## src/rtl/postprocess_pool_stream_if.sv

```systemverilog
// Pixel stream interface for postprocess_pool_stream: input beat channel plus pooled output channel.
// A beat transfers on a rising clk edge where valid & ready; the sender holds data stable while valid & ~ready.
interface postprocess_pool_stream_if #(
  parameter int DATA_W = 8,
  parameter int IDX_W  = 9
);
  logic                     in_valid;
  logic                     in_ready;
  logic signed [DATA_W-1:0] in_data;
  logic                     out_valid;
  logic                     out_ready;
  logic signed [DATA_W-1:0] out_data;
  logic [IDX_W-1:0]         out_idx;
  logic                     out_last;

  modport slave (
    input  in_valid, in_data, out_ready,
    output in_ready, out_valid, out_data, out_idx, out_last
  );

  modport master (
    output in_valid, in_data, out_ready,
    input  in_ready, out_valid, out_data, out_idx, out_last
  );
endinterface

```

## src/rtl/postprocess_pool_stream.sv

```systemverilog
// Streaming KxK stride-K pooling with a per-column row buffer and a single output register.
// Define POOL_AVG_EN to build the average datapath and frame mode latch; otherwise max-only.
module postprocess_pool_stream #(
  parameter int DATA_W = 8,
  parameter int IMG_W  = 28,
  parameter int IMG_H  = 28,
  parameter int POOL_K = 2,
  parameter int IDX_W  = 9
) (
  input  logic clk,
  input  logic rst_b,
  input  logic clear,
  input  logic mode,
  postprocess_pool_stream_if.slave st,
  output logic busy
);
  localparam int LOG2K = (POOL_K == 4) ? 2 : 1;
`ifdef POOL_AVG_EN
  localparam int ACC_W = DATA_W + 2 * LOG2K;
`else
  localparam int ACC_W = DATA_W;
`endif
  localparam int NCOL  = IMG_W / POOL_K;
  localparam int COL_W = $clog2(IMG_W);
  localparam int ROW_W = $clog2(IMG_H);
  localparam int NOUT  = NCOL * (IMG_H / POOL_K);
  localparam logic [IDX_W-1:0] LAST_IDX = IDX_W'(NOUT - 1);

  if (POOL_K != 2 && POOL_K != 4) begin : g_bad_k
    $error("POOL_K must be 2 or 4");
  end
  if ((IMG_W % POOL_K) != 0 || (IMG_H % POOL_K) != 0) begin : g_bad_img
    $error("IMG_W and IMG_H must be multiples of POOL_K");
  end

  logic [COL_W-1:0]         col_q, col_d;
  logic [ROW_W-1:0]         row_q, row_d;
  logic                     frame_q, frame_d;
  logic                     out_valid_q, out_valid_d;
  logic signed [DATA_W-1:0] out_data_q, out_data_d;
  logic [IDX_W-1:0]         out_idx_q, out_idx_d;
  logic signed [ACC_W-1:0]  row_buf [NCOL];

  logic                     accept, first, complete, col_end, row_end, avg_sel;
  logic [LOG2K-1:0]         kx, ky;
  logic signed [ACC_W-1:0]  px_ext, entry, combined;
  logic signed [DATA_W-1:0] pooled;

  assign st.in_ready  = clear | ~out_valid_q | st.out_ready;
  assign accept       = st.in_valid & st.in_ready & ~clear;
  assign kx           = col_q[LOG2K-1:0];
  assign ky           = row_q[LOG2K-1:0];
  assign first        = (kx == '0) && (ky == '0);
  assign complete     = (&kx) && (&ky);
  assign col_end      = (col_q == COL_W'(IMG_W - 1));
  assign row_end      = (row_q == ROW_W'(IMG_H - 1));
  assign px_ext       = ACC_W'(st.in_data);
  assign entry        = row_buf[col_q[COL_W-1:LOG2K]];

`ifdef POOL_AVG_EN
  logic mode_q;
  always_ff @(posedge clk or negedge rst_b) begin
    if (!rst_b)                                       mode_q <= 1'b0;
    else if (clear)                                   mode_q <= 1'b0;
    else if (accept && col_q == '0 && row_q == '0)    mode_q <= mode;
  end
  assign avg_sel = mode_q;
`else
  logic unused_mode;
  assign unused_mode = mode;
  assign avg_sel     = 1'b0;
`endif

  always_comb begin
    combined = px_ext;
    if (!first) begin
      if (avg_sel)               combined = entry + px_ext;
      else if (px_ext > entry)   combined = px_ext;
      else                       combined = entry;
    end
    pooled = avg_sel ? DATA_W'(combined >>> (2 * LOG2K)) : DATA_W'(combined);
  end

  // Handshake drain and window load may coincide; the load wins so out_valid stays high.
  always_comb begin
    col_d       = col_q;
    row_d       = row_q;
    frame_d     = frame_q;
    out_valid_d = out_valid_q;
    out_data_d  = out_data_q;
    out_idx_d   = out_idx_q;
    if (clear) begin
      col_d       = '0;
      row_d       = '0;
      frame_d     = 1'b0;
      out_valid_d = 1'b0;
      out_idx_d   = '0;
    end else begin
      if (out_valid_q && st.out_ready) begin
        out_valid_d = 1'b0;
        out_idx_d   = (out_idx_q == LAST_IDX) ? '0 : out_idx_q + IDX_W'(1);
      end
      if (accept) begin
        frame_d = 1'b1;
        col_d   = col_end ? '0 : col_q + COL_W'(1);
        if (col_end) begin
          row_d = row_end ? '0 : row_q + ROW_W'(1);
          if (row_end) frame_d = 1'b0;
        end
        if (complete) begin
          out_valid_d = 1'b1;
          out_data_d  = pooled;
        end
      end
    end
  end

  always_ff @(posedge clk or negedge rst_b) begin
    if (!rst_b) begin
      col_q       <= '0;
      row_q       <= '0;
      frame_q     <= 1'b0;
      out_valid_q <= 1'b0;
      out_data_q  <= '0;
      out_idx_q   <= '0;
    end else begin
      col_q       <= col_d;
      row_q       <= row_d;
      frame_q     <= frame_d;
      out_valid_q <= out_valid_d;
      out_data_q  <= out_data_d;
      out_idx_q   <= out_idx_d;
    end
  end

  always_ff @(posedge clk) begin
    if (accept) row_buf[col_q[COL_W-1:LOG2K]] <= combined;
  end

  assign st.out_valid = out_valid_q;
  assign st.out_data  = out_data_q;
  assign st.out_idx   = out_idx_q;
  assign st.out_last  = (out_idx_q == LAST_IDX);
  assign busy         = frame_q | out_valid_q;
endmodule
```

## src/flat_wrapper.sv

```systemverilog
// flat-port wrapper written by rule: the top's interface ports become plain ports
module postprocess_pool_stream_flat 
#(
  parameter int DATA_W = 8,
  parameter int IMG_W  = 28,
  parameter int IMG_H  = 28,
  parameter int POOL_K = 2,
  parameter int IDX_W  = 9
)
  (clk, rst_b, clear, mode, busy, st_in_valid, st_in_data, st_out_ready, st_in_ready, st_out_valid, st_out_data, st_out_idx, st_out_last);
  postprocess_pool_stream_if #(.DATA_W(DATA_W), .IDX_W(IDX_W)) st_i ();
  input  logic clk;
  input  logic rst_b;
  input  logic clear;
  input  logic mode;
  output logic busy;
  input wire logic [$bits(st_i.in_valid)-1:0] st_in_valid;
  input wire logic [$bits(st_i.in_data)-1:0] st_in_data;
  input wire logic [$bits(st_i.out_ready)-1:0] st_out_ready;
  output wire logic [$bits(st_i.in_ready)-1:0] st_in_ready;
  output wire logic [$bits(st_i.out_valid)-1:0] st_out_valid;
  output wire logic [$bits(st_i.out_data)-1:0] st_out_data;
  output wire logic [$bits(st_i.out_idx)-1:0] st_out_idx;
  output wire logic [$bits(st_i.out_last)-1:0] st_out_last;
  assign st_i.in_valid = st_in_valid;
  assign st_i.in_data = st_in_data;
  assign st_i.out_ready = st_out_ready;
  assign st_in_ready = st_i.in_ready;
  assign st_out_valid = st_i.out_valid;
  assign st_out_data = st_i.out_data;
  assign st_out_idx = st_i.out_idx;
  assign st_out_last = st_i.out_last;
  postprocess_pool_stream #(.DATA_W(DATA_W), .IMG_W(IMG_W), .IMG_H(IMG_H), .POOL_K(POOL_K), .IDX_W(IDX_W)) u_core (.clk(clk), .rst_b(rst_b), .clear(clear), .mode(mode), .st(st_i), .busy(busy));
endmodule
```

## config.mk

```make
export PLATFORM = sky130hd
export DESIGN_NAME = postprocess_pool_stream_flat
export DESIGN_NICKNAME = d
export VERILOG_FILES = /design/src/rtl/postprocess_pool_stream_if.sv /design/src/rtl/postprocess_pool_stream.sv /design/src/flat_wrapper.sv
export SDC_FILE = /design/constraint.sdc
export NUM_CORES = 1
export LEC_CHECK = 0
export ABC_CLOCK_PERIOD_IN_PS = 3800
export BUFFER_PORTS_ARGS = -buffer_cell sky130_fd_sc_hd__buf_4
export CAP_MARGIN = 20
export CORE_ASPECT_RATIO = 1.5
export CORE_MARGIN = 8
export CORE_UTILIZATION = 30
export DETAILED_ROUTE_END_ITERATION = 10
export GPL_TIMING_DRIVEN = 0
export PLACE_DENSITY_LB_ADDON = 0.12
export RECOVER_POWER = 50
export SYNTH_ARGS = -nofsm -noshare
export SYNTH_HDL_FRONTEND = slang
export SYNTH_SLANG_ARGS = --single-unit
```

## constraint.sdc

```tcl
create_clock -name clk -period 3.8 [get_ports clk]
set_input_delay 0.57 -clock clk [delete_from_list [all_inputs] [get_ports clk]]
set_output_delay 0.57 -clock clk [all_outputs]
set_load 0.01 [all_outputs]
```

==> results of run 1 <==
==> per-stage QoR <==
step / hold slack [ns] / total power [mW] / util, %
after CTS: 0.0781 / 3.66 / 36.6
after global routing: 0.492 / 3.80 / 37.1
after floorplan: 0.274 / 1.92 / -
after global placement: 0.501 / 2.03 / 33.2
after detailed placement: 0.499 / 2.05 / 33.6
final: 0.493 / 3.67 / 37.1
==> what timing repair did <==
item                       4_1_cts  5_1_grt
cloned                           0        3
gates resized for setup         14       30
buffers inserted                 0       13
pin swaps                        0       12
setup endpoints to repair       94      103
==> Yosys cell counts (all sizes together) (7+ instances only) <==
cell	number	share of area, %
mux2	41	7.5
nand2	28	1.6
a21oi	11	0.86
ha	11	2.2
clkbuf	7	0.41
o21ai	11	0.86
a222oi	8	1.3
o22a	8	1.1
o311ai	8	1.2
inv	19	1.1
buf	17	1.7
dfrtp	29	11
nor3	11	0.86
nand3	25	2.2
mux2i	21	3.3
a22oi	9	1.1
nand4	10	0.98
edfxtp	112	53
nor2	32	2.0
==> layout make-up <==
cell class              instances  area (µm²)
plain buffers                  23         161
clock buffers                  17         425
clock inverters                15         146
fillers                      2068       13200
inverters                      19        71.3
multi-input cells             280        2170
flip-flops and latches        141        4090
well taps                     268         335
repair buffers                 62         389
==> metal layers <==
layer | track usage [%] | up-vias
met5 | 0 | -
met4 | 5.82 | 0
met3 | 2.53 | 15
met2 | 21.9 | 68
met1 | 13.5 | 2009
li1 | - | 1953
==> worst max-delay path: stages (launching register included) <==
cell,delay [ns]
sky130_fd_sc_hd__dfrtp_1,0.35
sky130_fd_sc_hd__clkbuf_1,0.20
sky130_fd_sc_hd__or3_1,0.41
sky130_fd_sc_hd__clkbuf_1,0.21
sky130_fd_sc_hd__o22a_2,0.33
sky130_fd_sc_hd__nand3_1,0.16
sky130_fd_sc_hd__inv_1,0.06
sky130_fd_sc_hd__ha_1,0.38
sky130_fd_sc_hd__nand4_1,0.21
sky130_fd_sc_hd__buf_4,0.21
sky130_fd_sc_hd__o221ai_4,0.17
sky130_fd_sc_hd__and2_1,0.17
sky130_fd_sc_hd__buf_6,0.13
sky130_fd_sc_hd__buf_12,0.15
sky130_fd_sc_hd__o21ai_4,0.11
sky130_fd_sc_hd__buf_4,0.19
==> kinds of logic (layout without fill, tap and decap cells) <==
group                      count (synthesis)  after routing  synth area share [%]
and+or+nand+nor                          136            136                  11.2
AOI/OAI and AO/OA                         68             68                  8.18
xor gates and xnor gates                   3              3                 0.412
muxes                                     62             62                  10.8
buffers and inverters                     43            136                  3.20
adders and majority gates                 11             11                  2.16
DFF                                      141            141                  64.1
==> power by group <==
part / switching (mW) / total (mW) / internal, mW
combinational: 0.214 / 0.355 / 0.141
sequential: 0.00630 / 1.72 / 1.71
clock: 0.727 / 1.60 / 0.873
total: 0.947 / 3.67 / 2.73
==> registers in the layout, summed over array words and instances, names as in the netlist <==
register and count:
u_core.row_buf 112, u_core.row_q 5, u_core.st.out_idx 9, u_core.frame_q 1, u_core.st.out_data 8, u_core.col_q 5, u_core.st.out_valid 1
==> worst max path at each step <==
stage                                        to  slack (ns)  cells past startpoint
after floorplan            u_core.row_buf[0][1]        0.36                     14
after global placement    u_core.row_buf[10][7]       -1.42                     14
after detailed placement  u_core.row_buf[10][1]       -0.50                     15
after CTS                  u_core.row_buf[1][7]      -0.002                     15
after global routing       u_core.row_buf[1][2]       -0.03                     15
final                      u_core.row_buf[1][2]        0.09                     15
==> impl_metrics.tcl, run 1 <==
set metrics [dict create \
    core-area_um2 21000 \
    global_route_wire_length_before_repair_um 24600 \
    clock-sinks 141 \
    htreeDepth 4 \
    asyncSetResetFlopFracSynth_pct 20.6 \
    wl_per_cell_um 19.5 \
    die_area_um2 26300 \
    met1Wirelength_um 6560 \
    routabilityCongestion 0.786 \
    synth-edff-count 112 \
    cts_tree "yes" \
    min_path_cells 3 \
    synthesis.yosys.warnings 0 \
    synth.lib_cells_used.distinct 52 \
    syn-num-nets 489 \
    most_common_cell_after_layout_fill_and_taps_aside "sky130_fd_sc_hd__edfxtp_1" \
    number_of_global_route_vias_before_repair 4281 \
    detailedPlace.worstSlack_ns -0.495 \
    max-cap-violations 1 \
    clock_latency_ns 0.42 \
    final-max-slew-violation-count 30 \
    maxSlewHeadroom_pct -9.22 \
    post-place-cells 778 \
    initial_core_util_pct 30.4 \
    cts-buffers-inserted 17 \
    leakagePower_nw 2.77 \
    hold_path.startpoint "st_in_valid" \
    rr_worst_depth 15 \
    finalCritPeriodShare_pct 97.7 \
    post_route_cells_drive_above_1_share_pct 25.9 \
    drt_iter0_drc 191 \
    cell_chosen_for_the_clock_root "sky130_fd_sc_hd__clkbuf_16" \
    drt_drc_violations_left 0 \
    clk_pin_slew_ns 0.06 \
    cp-end-kind "register" \
    layout.nets 569 \
    antenna_found_initial 0 \
    cts-hold-fix-buffers 0 \
    critical_setup_path_kind "reg2reg" \
    holdCritPathClass "in2reg" \
    synthesis.instances 464 \
    io_buffer_count 33 \
    detailroute.wirelength.met2_um 8620 \
    number_of_antenna_cells_inserted 0 \
    violations "capacitance limit, slew limit" \
    yosys_register_bits 141 \
    met3WireLength_um 415 \
    hold_path_end "u_core.st.out_valid" \
    worstPathMaxFanout 10 \
    worst_r2r_startpoint "u_core.col_q[2]" \
    number_of_setup_violations_in_the_final_report 0 \
    reg2reg_setup_slack_ns 0.09 \
    wirelength_um 16100 \
    post_route_worst_setup_slack_ns 0.0861 \
    area_growth_pct 22.1 \
    drt-pass1-iter-count 5 \
    viasPerCell 4.90 \
    worst-endpoint-required_ns 3.96 \
    worst_pin_slew_ns 1.64 \
    worst_ir_drop_vdd_mv 0.253 \
    status "finished with violations" \
    grt.overflow.total 0 \
    chipWidth_um 135 \
    mean_instance_size_in_the_synthesized_netlist_um2 13.7 \
    hpwl_after_dpl_um 11500 \
    period_needed_ns 3.71 \
    drtAntennaViolNets 0 \
    area_post_placement_um2 7060 \
    highest_layer "met4" \
    synth-main-ff-cell "sky130_fd_sc_hd__edfxtp_1" \
    layout_common_cells "112 x sky130_fd_sc_hd__edfxtp_1, 34 x sky130_fd_sc_hd__mux2_2, 32 x sky130_fd_sc_hd__nor2_1" \
    worst_ep_arrival_time_ns 3.87 \
    power.density_nw_per_um2 472 \
    dr_total_vias 4045 \
    setup.worst_path.start "u_core.col_q[2]" \
    count_of_boundary_i_o_pins 35 \
    num_rows 65 \
    clock-skew-final_ns 0.0169 \
    grt_start_max_net_pins 30 \
    worstSetupStartpointType "register" \
    syn_area_um2 6380 \
    ys_seq_area_share_pct 64.1 \
    floorplan.die.height_um 195 \
    finalHoldViolations 0 \
    regToRegEndpoint "u_core.row_buf[1][2]" \
    globalRouteTotalUtil_pct 12.3 \
    fin_tns_setup_ns 0 \
    max_freq_ghz 0.269 \
    layoutNonFillerInstCount 825 \
    cts-root-to-sink-buffers 2 \
    design_area_um2 7790 \
]
No activity file was read; power rests on OpenSTA's default activity.
==> run 2: changes to the inputs <==
--- a/config.mk
+++ b/config.mk
@@ -6,5 +6,5 @@
 export NUM_CORES = 1
 export LEC_CHECK = 0
-export ABC_CLOCK_PERIOD_IN_PS = 3800
+export ABC_CLOCK_PERIOD_IN_PS = 4200
 export BUFFER_PORTS_ARGS = -buffer_cell sky130_fd_sc_hd__buf_4
 export CAP_MARGIN = 20
@@ -13,5 +13,5 @@
 export CORE_UTILIZATION = 30
 export DETAILED_ROUTE_END_ITERATION = 10
-export GPL_TIMING_DRIVEN = 0
+export GPL_TIMING_DRIVEN = 1
 export PLACE_DENSITY_LB_ADDON = 0.12
 export RECOVER_POWER = 50
==> constraint.sdc (replaced) <==
create_clock -name clk -period 4.2 [get_ports clk]
set_input_delay 0.63 -clock clk [delete_from_list [all_inputs] [get_ports clk]]
set_output_delay 0.63 -clock clk [all_outputs]
set_load 0.02 [all_outputs]
==> impl_metrics.tcl, run 2 (synthesis gave the netlist of run 1 again) <==
set metrics [dict create \
    htreeDepth 4 \
    drt_drc_violations_left 0 \
    cts-hold-fix-buffers 0 \
    worst_r2r_startpoint "u_core.col_q[1]" \
    regToRegEndpoint "u_core.row_buf[7][7]" \
    finalCritPeriodShare_pct 91.3 \
    finalHoldViolations 0 \
    power.sequential.fraction_pct 45.4 \
    leakagePower_nw 2.68 \
    clock_latency_ns 0.42 \
    cp-end-kind "register" \
    drt_iter0_drc 231 \
    total_switching_power_mw 0.752 \
    floorplan.die.height_um 195 \
    chipWidth_um 135 \
    max_freq_ghz 0.261 \
    post_route_worst_setup_slack_ns 0.367 \
    cpMaxStageDelayCell "sky130_fd_sc_hd__dfrtp_4" \
    critical_path.cell_chain "buf_4 -> mux2_2 -> a22oi_1 -> nand3_1 -> inv_1 -> ha_1 -> nand4_1 -> nor2b_1 -> o2bb2ai_2 -> and2_0 -> o21ai_0 -> buf_4" \
    number_of_flip_flops_under_the_largest_register_name 112 \
    final-max-slew-violation-count 30 \
    io_buffer_count 33 \
    violations "capacitance limit, slew limit" \
    number_of_global_route_vias_before_repair 4143 \
    clock-skew-final_ns 0.0107 \
    critical_path.endpoint "u_core.row_buf[7][7]" \
    cts-root-to-sink-buffers 2 \
    reg2reg_setup_slack_ns 0.37 \
    period_needed_ns 3.83 \
    holdCritPathClass "reg2reg" \
    grt.overflow.total 0 \
    layout_common_cells "112 x sky130_fd_sc_hd__edfxtp_1, 40 x sky130_fd_sc_hd__buf_4, 34 x sky130_fd_sc_hd__mux2_2" \
    drt-pass1-iter-count 4 \
    clock-sinks 141 \
    clk_pin_slew_ns 0.06 \
    initial_core_util_pct 30.4 \
    internal_power_mw 2.69 \
    worst_hold_slack_ns 0.504 \
    layout.nets 548 \
    drtAntennaViolNets 0 \
    slowest_delay_ns 0.68 \
    maxSlewHeadroom_pct -11.3 \
    worst_ir_drop_vdd_mv 0.260 \
    core-area_um2 21000 \
    rr_worst_depth 12 \
    setup.worst_path.start "u_core.col_q[1]" \
    globalRouteTotalUtil_pct 12.0 \
    number_of_antenna_cells_inserted 0 \
    worstPathMaxFanout 27 \
    critical_setup_path_kind "reg2reg" \
    most_common_cell_after_layout_fill_and_taps_aside "sky130_fd_sc_hd__edfxtp_1" \
    wirelength_um 15200 \
    fraction_of_power_consumed_by_combinational_cells_pct 7.0 \
    post_route_cells_drive_above_1_share_pct 22.6 \
    num_rows 65 \
    antenna_found_initial 0 \
    fin_tns_setup_ns 0 \
    max-cap-violations 1 \
    status "finished with violations" \
    cts_tree "yes" \
    worst-endpoint-required_ns 4.35 \
    worstSetupStartpointType "register" \
    number_of_setup_violations_in_the_final_report 0 \
    worst_pin_slew_ns 1.67 \
    count_of_boundary_i_o_pins 35 \
    hpwl_after_dpl_um 10400 \
    dr_total_vias 3895 \
    rsz0062_at_grt "false" \
    area_growth_pct 19.3 \
    routabilityCongestion 0.780 \
    grt_start_max_net_pins 30 \
    global_route_wire_length_before_repair_um 23700 \
    most_numerous_cell_on_the_critical_path "sky130_fd_sc_hd__buf_4" \
    die_area_um2 26300 \
    power.density_nw_per_um2 452 \
    viasPerCell 4.84 \
    cts-buffers-inserted 17 \
    proportion_of_total_power_due_to_net_switching_pct 21.8 \
    wl_per_cell_um 18.9 \
    cell_chosen_for_the_clock_root "sky130_fd_sc_hd__clkbuf_16" \
    detailedPlace.worstSlack_ns 0.225 \
    share_clk_of_total_power_pct 47.6 \
    worst_ep_arrival_time_ns 3.98 \
]
## run 2: cell types whose count changed in the layout (fill, tap and decap cells not counted), moves of 5 or more
cell / previous run / this run
sky130_fd_sc_hd__buf_2: 9 / 0
sky130_fd_sc_hd__buf_4: 31 / 40
sky130_fd_sc_hd__buf_6: 9 / 0
sky130_fd_sc_hd__bufinv_16: 0 / 5
sky130_fd_sc_hd__clkbuf_1: 29 / 24
sky130_fd_sc_hd__inv_6: 6 / 1
sky130_fd_sc_hd__o21ai_0: 3 / 11
## run 2: repair_timing
item | in CTS | in global routing
endpoints found under the setup margin | 0 | 90
resized for setup | 0 | 1
setup buffers | 0 | 0
## run 2: metal layers
layer	routed length [µm]	vias up	global-route usage [%]
li1	-	1897	-
met3	363	9	2.68
met1	6490	1934	13.3
met5	0	-	0
met2	8130	55	21.5
met4	231	0	4.91
## run 2: worst min-delay path by stage
stage / start / to / slack [ns] / depth (start not counted)
after global placement: u_core.st.out_data[5] / u_core.st.out_data[5] / 0.49 / 2
after floorplan: rst_b / u_core.col_q[0] / 0.33 / 0
final: u_core.st.out_data[0] / u_core.st.out_data[0] / 0.50 / 2
after global routing: u_core.st.out_data[1] / u_core.st.out_data[1] / 0.53 / 2
after detailed placement: u_core.st.out_data[3] / u_core.st.out_data[3] / 0.49 / 2
after CTS: rst_b / u_core.st.out_data[3] / 0.13 / 1
## run 2: worst max-delay path, delay by kind of cell (launching register included)
family,cells,cell delay [ns]
DFF,1,0.68
adders and majority gates,1,0.27
buffers and inverters,3,0.77
muxes,1,0.38
and+or+nand+nor,4,0.92
AOI/OAI and AO/OA,3,0.51
## run 2: power groups by stage
stage	combinational, mW	clock, mW	sequential (mW)
after CTS	0.250	1.68	1.56
after floorplan	0.148	0	1.59
after detailed placement	0.249	0	1.59
final	0.240	1.64	1.56
after global placement	0.242	0	1.59
after global routing	0.267	1.73	1.56
## run 2: layout make-up
cell class,instances,area (µm²)
fillers,2090,13400
flip-flops and latches,141,4090
multi-input cells,280,2080
clock buffers,17,425
repair buffers,64,390
well taps,268,335
clock inverters,15,220
inverters,19,71.3
## run 2: through the flow
| stage | cell area [µm²] | util, % | instances | power, mW |
|---|---|---|---|---|
| 2_1_floorplan | 6380 | - | 464 | 1.74 |
| 3_3_place_gp | 7080 | 33.7 | 772 | 1.83 |
| 3_5_place_dp | 7080 | 33.7 | 772 | 1.84 |
| 4_1_cts | 7720 | 36.8 | 804 | 3.49 |
| 5_1_grt | 7610 | 36.3 | 804 | 3.56 |
| 6_report | 7610 | 36.3 | 804 | 3.44 |
